===== config.mk =====
export PLATFORM = sky130hd
export DESIGN_NAME = io_beacon_array
export DESIGN_NICKNAME = d
export VERILOG_FILES = /design/src/rtl/io_beacon_pkg.sv /design/src/rtl/beacon_timer.sv /design/src/rtl/io_beacon_array.sv
export SDC_FILE = /design/constraint.sdc
export NUM_CORES = 1
export LEC_CHECK = 0
export CAP_MARGIN = 20
export CORE_MARGIN = 4
export CORE_UTILIZATION = 30
export CTS_CLUSTER_DIAMETER = 50
export DETAILED_ROUTE_END_ITERATION = 8
export DONT_BUFFER_PORTS = 1
export GPL_ROUTABILITY_DRIVEN = 0
export SYNTH_ARGS = -nofsm -noshare
export SYNTH_HDL_FRONTEND = slang
export SYNTH_SLANG_ARGS = --single-unit
export TNS_END_PERCENT = 50

===== constraint.sdc =====
create_clock -name clk -period 15.72 [get_ports clk]
set_clock_uncertainty 0.05 [all_clocks]
set_input_delay 2.358 -clock clk [delete_from_list [all_inputs] [get_ports clk]]
set_output_delay 2.358 -clock clk [all_outputs]
set_load 0.03 [all_outputs]

===== src/rtl/io_beacon_pkg.sv =====
// Shared types and constants for the multi-channel pin-identification beacon.
package io_beacon_pkg;

    typedef enum logic [1:0] {
        MODE_IDLE   = 2'd0,
        MODE_UART   = 2'd1,
        MODE_TOGGLE = 2'd2,
        MODE_WALK   = 2'd3
    } mode_e;

    typedef enum logic [1:0] {
        S_IDLE  = 2'd0,
        S_START = 2'd1,
        S_DATA  = 2'd2,
        S_STOP  = 2'd3
    } seq_state_e;

    localparam logic [7:0] CHAR_CR    = 8'h0D;
    localparam logic [7:0] CHAR_LF    = 8'h0A;
    localparam int         FRAME_BITS = 10;

    function automatic int baud_div_calc(input int clk_hz, input int rate);
        return (clk_hz + rate / 2) / rate;
    endfunction

endpackage


===== src/rtl/beacon_timer.sv =====
// Shared timing for the beacon: free-running send-interval tick plus a
// clearable baud counter that strobes once per bit period.
module beacon_timer #(
    parameter int BAUD_DIV = 217,
    parameter int INTERVAL = 25_000_000
) (
    input  logic clk,
    input  logic rst,
    input  logic baud_clr,
    output logic tick_i,
    output logic baud_done
);

    localparam int INT_W  = $clog2(INTERVAL);
    localparam int BAUD_W = $clog2(BAUD_DIV);

    if (BAUD_DIV < 2 || INTERVAL < 2) begin : g_param_err
        $error("beacon_timer: BAUD_DIV and INTERVAL must both be at least 2");
    end

    logic [INT_W-1:0]  int_cnt;
    logic [BAUD_W-1:0] baud_cnt;

    assign tick_i    = (int_cnt == INT_W'(INTERVAL - 1));
    assign baud_done = (baud_cnt == BAUD_W'(BAUD_DIV - 1));

    always_ff @(posedge clk or posedge rst) begin
        if (rst) begin
            int_cnt <= '0;
        end else if (tick_i) begin
            int_cnt <= '0;
        end else begin
            int_cnt <= int_cnt + INT_W'(1);
        end
    end

    // Clearing on done as well as on request gives back-to-back bit periods in S_DATA.
    always_ff @(posedge clk or posedge rst) begin
        if (rst) begin
            baud_cnt <= '0;
        end else if (baud_clr || baud_done) begin
            baud_cnt <= '0;
        end else begin
            baud_cnt <= baud_cnt + BAUD_W'(1);
        end
    end

endmodule


===== src/rtl/io_beacon_array.sv =====
// Multi-channel pin-identification beacon: one shared sequencer sends each
// pin's own name + CR LF as 8N1 UART, or drives idle / toggle / walking-zero.
//
//   state   | meaning
//   S_IDLE  | between frames; interval tick latches mode and runs tick action
//   S_START | start bit (line 0) for the current character
//   S_DATA  | 8 data bits, LSB first
//   S_STOP  | stop bit (line 1); then next character or back to S_IDLE
module io_beacon_array
    import io_beacon_pkg::*;
#(
    parameter int N_CH        = 147,
    parameter int NAME_LEN    = 4,
    parameter logic [N_CH*NAME_LEN*8-1:0] PIN_NAMES = {(N_CH*NAME_LEN){8'h20}},
    parameter int CLK_FRE_HZ  = 25_000_000,
    parameter int UART_RATE   = 115200,
    parameter int SEND_FRE_HZ = 1
) (
    input  logic                     clk,
    input  logic                     rst,
    input  logic [1:0]               mode,
    input  logic [N_CH-1:0]          ch_en,
    output logic [N_CH-1:0]          tx,
    output logic                     busy,
    output logic                     frame_done,
    output logic [$clog2(N_CH)-1:0]  walk_idx
);

    localparam int BAUD_DIV = baud_div_calc(CLK_FRE_HZ, UART_RATE);
    localparam int INTERVAL = CLK_FRE_HZ / SEND_FRE_HZ;
    localparam int CIDX_W   = $clog2(NAME_LEN + 2);
    localparam int WIDX_W   = $clog2(N_CH);

    seq_state_e           state, state_n;
    mode_e                mode_q, mode_n;
    logic [CIDX_W-1:0]    char_idx, char_idx_n;
    logic [2:0]           bit_idx, bit_idx_n;
    logic                 tog_q, tog_n;
    logic [WIDX_W-1:0]    walk_n;
    logic                 done_n;
    logic                 baud_clr;
    logic                 tick_i;
    logic                 baud_done;
    logic [N_CH-1:0]      tx_d;

    beacon_timer #(
        .BAUD_DIV (BAUD_DIV),
        .INTERVAL (INTERVAL)
    ) u_timer (
        .clk       (clk),
        .rst       (rst),
        .baud_clr  (baud_clr),
        .tick_i    (tick_i),
        .baud_done (baud_done)
    );

    always_ff @(posedge clk or posedge rst) begin
        if (rst) begin
            state      <= S_IDLE;
            mode_q     <= MODE_IDLE;
            char_idx   <= '0;
            bit_idx    <= '0;
            tog_q      <= 1'b1;
            walk_idx   <= '0;
            frame_done <= 1'b0;
        end else begin
            state      <= state_n;
            mode_q     <= mode_n;
            char_idx   <= char_idx_n;
            bit_idx    <= bit_idx_n;
            tog_q      <= tog_n;
            walk_idx   <= walk_n;
            frame_done <= done_n;
        end
    end

    always_comb begin
        state_n    = state;
        mode_n     = mode_q;
        char_idx_n = char_idx;
        bit_idx_n  = bit_idx;
        tog_n      = tog_q;
        walk_n     = walk_idx;
        done_n     = 1'b0;
        baud_clr   = 1'b0;
        case (state)
            S_IDLE: begin
                baud_clr = 1'b1;
                if (tick_i) begin
                    mode_n = mode_e'(mode);
                    case (mode_e'(mode))
                        MODE_UART: begin
                            state_n    = S_START;
                            char_idx_n = '0;
                        end
                        // Entering toggle/walk from another mode restarts the pattern.
                        MODE_TOGGLE: tog_n = (mode_q == MODE_TOGGLE) ? ~tog_q : 1'b1;
                        MODE_WALK: begin
                            if (mode_q != MODE_WALK || walk_idx == WIDX_W'(N_CH - 1)) begin
                                walk_n = '0;
                            end else begin
                                walk_n = walk_idx + WIDX_W'(1);
                            end
                        end
                        default: ;
                    endcase
                end
            end
            S_START: begin
                if (baud_done) begin
                    state_n   = S_DATA;
                    bit_idx_n = '0;
                    baud_clr  = 1'b1;
                end
            end
            S_DATA: begin
                if (baud_done) begin
                    if (bit_idx == 3'd7) begin
                        state_n  = S_STOP;
                        baud_clr = 1'b1;
                    end else begin
                        bit_idx_n = bit_idx + 3'd1;
                    end
                end
            end
            S_STOP: begin
                if (baud_done) begin
                    baud_clr = 1'b1;
                    if (char_idx == CIDX_W'(NAME_LEN + 1)) begin
                        state_n = S_IDLE;
                        done_n  = 1'b1;
                    end else begin
                        state_n    = S_START;
                        char_idx_n = char_idx + CIDX_W'(1);
                    end
                end
            end
            default: state_n = S_IDLE;
        endcase
    end

    assign busy = (state != S_IDLE);

    for (genvar i = 0; i < N_CH; i++) begin : g_ch
        logic [2**CIDX_W-1:0][7:0] fchars;
        logic                      line_bit;
        logic                      pin_val;

        // Frame character table in send order; name bytes go highest first.
        for (genvar k = 0; k < 2**CIDX_W; k++) begin : g_chr
            if (k < NAME_LEN) begin : g_name
                assign fchars[k] = PIN_NAMES[(i*NAME_LEN + NAME_LEN - 1 - k)*8 +: 8];
            end else if (k == NAME_LEN) begin : g_cr
                assign fchars[k] = CHAR_CR;
            end else if (k == NAME_LEN + 1) begin : g_lf
                assign fchars[k] = CHAR_LF;
            end else begin : g_pad
                assign fchars[k] = 8'hFF;
            end
        end

        always_comb begin
            line_bit = 1'b1;
            if (state == S_START) begin
                line_bit = 1'b0;
            end else if (state == S_DATA) begin
                line_bit = fchars[char_idx][bit_idx];
            end
            case (mode_q)
                MODE_UART:   pin_val = line_bit;
                MODE_TOGGLE: pin_val = tog_q;
                MODE_WALK:   pin_val = (walk_idx != WIDX_W'(i));
                default:     pin_val = 1'b1;
            endcase
        end

        assign tx_d[i] = ~ch_en[i] | pin_val;
    end

    always_ff @(posedge clk or posedge rst) begin
        if (rst) begin
            tx <= '1;
        end else begin
            tx <= tx_d;
        end
    end

endmodule


# == Word-level counts from Yosys, hierarchy flattened ==
# Memory sizes are Yosys's and may differ from the RTL's.
# Index checks and enable logic that the tools add are counted.
# totals
input_bits,151
romBits,64
elab_cells,676
reg_bits,200
out_inout_bits,157
n_memories,1
# memory_table
name,words,word_bits,read_ports,rd_clocked_by_memory_dff,write_ports,line,rtl
(no name shown),8,8,1,0,0,io_beacon_array.sv:167,line_bit = fchars[char_idx][bit_idx];
# op_classes
bitwise,295
n_lt_le_gt_ge,2
n_eq_ne,169
n_addsub,5
reduce_logical,14
n_mux,180
# ops
operator,n
$ne 8x7->1 const B,64
$pmux 1 s3,148
$ne 8x6->1 const B,32
$ne 8x8->1 const B,19
$not 1->1,148
$or 1x1->1,147
$ne 8x5->1 const B,16
$ne 8x4->1 const B,8
$ne 8x3->1 const B,4
$add 25x1->25 const B,1
$eq 25x25->1 const B,1
$mux 25,1
$mux 8,3
$mux 3,7
$add 8x1->8 const B,2
$eq 8x8->1 const B,2
$ne 8x2->1 const B,2
$eq 2x2->1 const B,6
$mux 2,6
$pmux 3 s2,2
$mux 1,11
$ne 2x2->1 const B,5
$lt 3x4->1 const B,2
$ne 2x1->1 const B,4
other kinds (16),24

# == Logic depth before layout (Yosys ltp) ==
# logic_depth
depth_word,8
ltp_mapped,9
depth_no_buf,7

# == Hierarchy ==
# A second synthesis with hierarchy kept.
# unflattened
hier_cells,826
hier_area_um2,8657.1
# modules_own_cells
mod,seq_area_each_um2,cells_each,instances,area_each_um2
io_beacon_array,4364.2,656,1,6998.0
beacon_timer,825.8,170,1,1659.1

# == Worst setup path after synthesis ==
# No wires, ideal clock.
# synth_timing
kind,input-to-reg
start,input mode[1]
end,register state[1]
t_required_ns,15.545
stages,4
slack_ns,12.231
setup_ns,0.125
n_path_buf,0
arrival_time_ns,3.314
path_cell_list,nand4b_1 o31ai_4 o221ai_2 mux2_4
# synth_via
elab_chain_len,3
# synth_rtl
element,line,rtl
start: declaration,io_beacon_array.sv:21,"input logic [1:0] mode,"
$eq 2x1->1,io_beacon_array.sv:91,case (mode_e'(mode))
$ne 2x1->1 (no source line),n/a,
$reduce_and 6->1 (no source line),n/a,
end signal: assignment,io_beacon_array.sv:67,state <= state_n;
end: declaration,io_beacon_array.sv:34,"seq_state_e state, state_n;"
# No other way between the ends.
# A chain may end at the register's enable or synchronous reset.

# == Worst setup path after layout ==
# layout_timing
start,register state[0]
end,output busy
# layout_via
elab_chain_len,1
# layout_rtl
element,line,rtl
$reduce_bool 2->1,io_beacon_array.sv:142,assign busy = (state != S_IDLE);
end: declaration,io_beacon_array.sv:24,"output logic busy,"
# No other way between the ends.

==> summary.md <==
| Metric | Value |
|---|---|
| First-pass GRT wire length | `42.4 mm` |
| Maximum VDD drop | `0.0622 mV` |
| Fin crit share | `25.8%` |
| Final Setup Violations | `0` |
| Hold-fix buffers, CTS | `0` |
| GR Util met2 | `31.2%` |
| CTS Buf Count | `17` |
| Total Power | `998 uW` |
| Final ANT Viol Nets | `0` |
| WP data required | `13.31 ns` |
| Met3 Track Usage GR | `5.60%` |
| Cell Area, Synth | `8670 sq um` |
| Worst Setup Start Kind | `flop` |
| Distinct cells, synth | `60` |
| Post-synth top flop | `dfstp_2` |
| Mapped Avg Cell Area | `10.7 sq um` |
| Worst min-delay path category | `reg2reg` |
| Diode count | `0` |
| All-layer global routing usage | `18.0%` |
| RSZ-0062 raised after global routing | `no` |
| Final nets | `951` |
| Yosys warns | `0` |
| P&R area growth vs syn | `10.6%` |
| GRT Residual Overflow | `0` |
| Clock Tree Root | `clkbuf_16` |
| Clk sink count | `200` |
| Worst-path clk slew | `0.08 ns` |
| Initial core utilization | `30.8%` |
| MaxCap Viol Count | `0` |
| Most frequent cells in the layout | `nand3_1 (175), o21ai_0 (160), dfstp_2 (148)` |
| Syn_nets | `980` |
| Yosys reg bits | `200` |
| Min Clock Period, post-route | `4.06 ns` |
| Grt met1 use | `21.4%` |
| Post-synth EDFFs | `0` |
| Largest net degree at the start of global routing | `133` |
| Commonest non-fill, non-tap cell in the layout | `nand3_1` |
| Pwr/cell area | `104 nW/um^2` |
| Total Neg Setup Slack | `0 ns` |
| DPL Wire Length | `20.0 mm` |
| Routed wire length | `29.5 mm` |
| Slew Viols, Final | `0` |
| Hold_ws | `0.437 ns` |
| Async S/R FF share, synth | `100%` |
| # DRC | `0` |
| Die height | `178 um` |
| Leakage power | `3.34 nW` |
| Slew margin rel. | `36.3%` |
| Top Ports | `308` |
| Drt pass-1 iters | `5` |
| Share of cells above drive strength 1 | `26.0%` |
| Die ar. | `31700 sq um` |
| Total vias in the final route | `6408` |
| Critical Path Sink Type | `output pin` |
| Slew @ Worst Pin | `0.956 ns` |
| GRT busiest layer | `met2` |
| Final Hold Viols | `0` |
| Critical Path AT | `1.66 ns` |
| Std cell rows | `61` |
| Post-CTS Setup Bufs | `0` |
| Drt via density | `5.46` |
| Fmax | `246 MHz` |
| Status | `complete, no violations` |
| Seq/Total Area, Yosys | `59.9%` |
| CTS tree | `yes` |
| Port buffer count | `0` |
| WL/cell | `25.1 um` |
| Critical path class | `reg2out` |
| CTS H-Tree Depth | `4` |
| Crit Path Max Fanout | `6` |
| Max Root-Sink Buffers | `2` |
| Worst skew pair latency | `0.43 ns` |
| Core region area | `28200 sq um` |
| Post-Syn Instances | `812` |
| Vias in the first global route | `6296` |
| Detailed Route Iter0 Violations | `473` |
| Post-cts resize count | `0` |
| Die span in x | `178 um` |
| Initial antenna violation count | `0` |
## path summary, 6_finish.rpt
path                                     start                  end  slack (ns)  depth (start not counted)
max reg2reg                        char_idx[0]               tx[40]       12.40                          9
min                        u_timer.int_cnt[20]  u_timer.int_cnt[20]        0.44                          1
max in group asynchronous                  rst              tx[109]       12.41                          2
min reg2reg                u_timer.int_cnt[20]  u_timer.int_cnt[20]        0.44                          1
max                                   state[0]                 busy       11.66                          3
min in group asynchronous                  rst          walk_idx[1]        1.94                          1
## area by class of cell
class	count	area [sq um]
clock buffers	19	443
clock inverters	13	176
fillers	2758	18600
inverters	13	56.3
multi-input cells	546	3210
flip-flops and latches	200	5190
well taps	378	473
repair buffers	5	37.5
## per-stage QoR
stage	setup slack [ns]	area, sq um	instances	utilization (%)
floorplan	8.10	8670	812	-
global placement	11.88	8970	1142	31.8
detailed placement	11.84	8970	1142	31.8
CTS	11.64	9590	1174	34.0
global route	11.55	9590	1174	34.0
finish	11.66	9590	1174	34.0
## cells by family after synthesis
| kind of cell | count (synthesis) | synth area share (%) |
|---|---|---|
| AOI/OAI and AO/OA | 199 | 13.0 |
| xor gates and xnor gates | 24 | 2.43 |
| adders and majority gates | 17 | 2.45 |
| buffers and inverters | 66 | 3.10 |
| DFF | 200 | 59.9 |
| muxes | 5 | 0.664 |
| and+or+nand+nor | 301 | 18.5 |
## registers in the layout (all words and copies together) (netlist names)
signal / cells
tx: 147
u_timer.int_cnt: 25
u_timer.baud_cnt: 8
walk_idx: 8
bit_idx: 3
char_idx: 3
mode_q: 2
state: 2
frame_done: 1
tog_q: 1
## Yosys cell counts (2+ instances only)
master | n | area, sq um
a31oi_1 | 2 | 12.5
a22o_1 | 2 | 17.5
ha_1 | 17 | 213
nor4_2 | 2 | 25.0
inv_1 | 13 | 48.8
dfrtp_1 | 52 | 1300
nand4_1 | 6 | 37.5
mux2_2 | 2 | 22.5
dfstp_2 | 148 | 3890
nand2_1 | 41 | 154
a21oi_1 | 3 | 15.0
nor2_1 | 26 | 97.6
nand4bb_1 | 2 | 22.5
nor2b_1 | 9 | 56.3
buf_2 | 17 | 85.1
nor3_1 | 5 | 25.0
a21bo_2 | 3 | 30.0
xnor2_1 | 9 | 78.8
and2_1 | 3 | 18.8
clkbuf_1 | 35 | 131
o21ai_1 | 2 | 10.0
nor3b_1 | 2 | 15.0
o31ai_1 | 10 | 75.1
nor4_1 | 2 | 12.5
and3_1 | 7 | 43.8
nand3_1 | 175 | 876
nor4b_4 | 2 | 47.6
nand3b_1 | 2 | 15.0
and4_1 | 2 | 17.5
and4_2 | 2 | 20.0
o211ai_1 | 4 | 30.0
nand4b_1 | 3 | 26.3
mux2i_1 | 2 | 20.0
o21ai_0 | 160 | 801
xor2_1 | 15 | 131
## report_power, final
group          internal, mW  switching [mW]
sequential            0.516               0
clock                 0.249           0.223
combinational      0.000925         0.00946
total                 0.766           0.233
## critical path, cell delays in order, from the launching register on
cell,delay [ns]
dfrtp_1,0.42
inv_1,0.10
ha_1,0.31
inv_1,0.39
## routing by layer
| metal | vias up | wire [um] |
|---|---|---|
| met4 | 0 | 728 |
| met5 | - | 0 |
| met2 | 266 | 15000 |
| li1 | 2833 | - |
| met1 | 3275 | 11200 |
| met3 | 34 | 2620 |
Note: power is estimated with default switching activity, not from simulation.
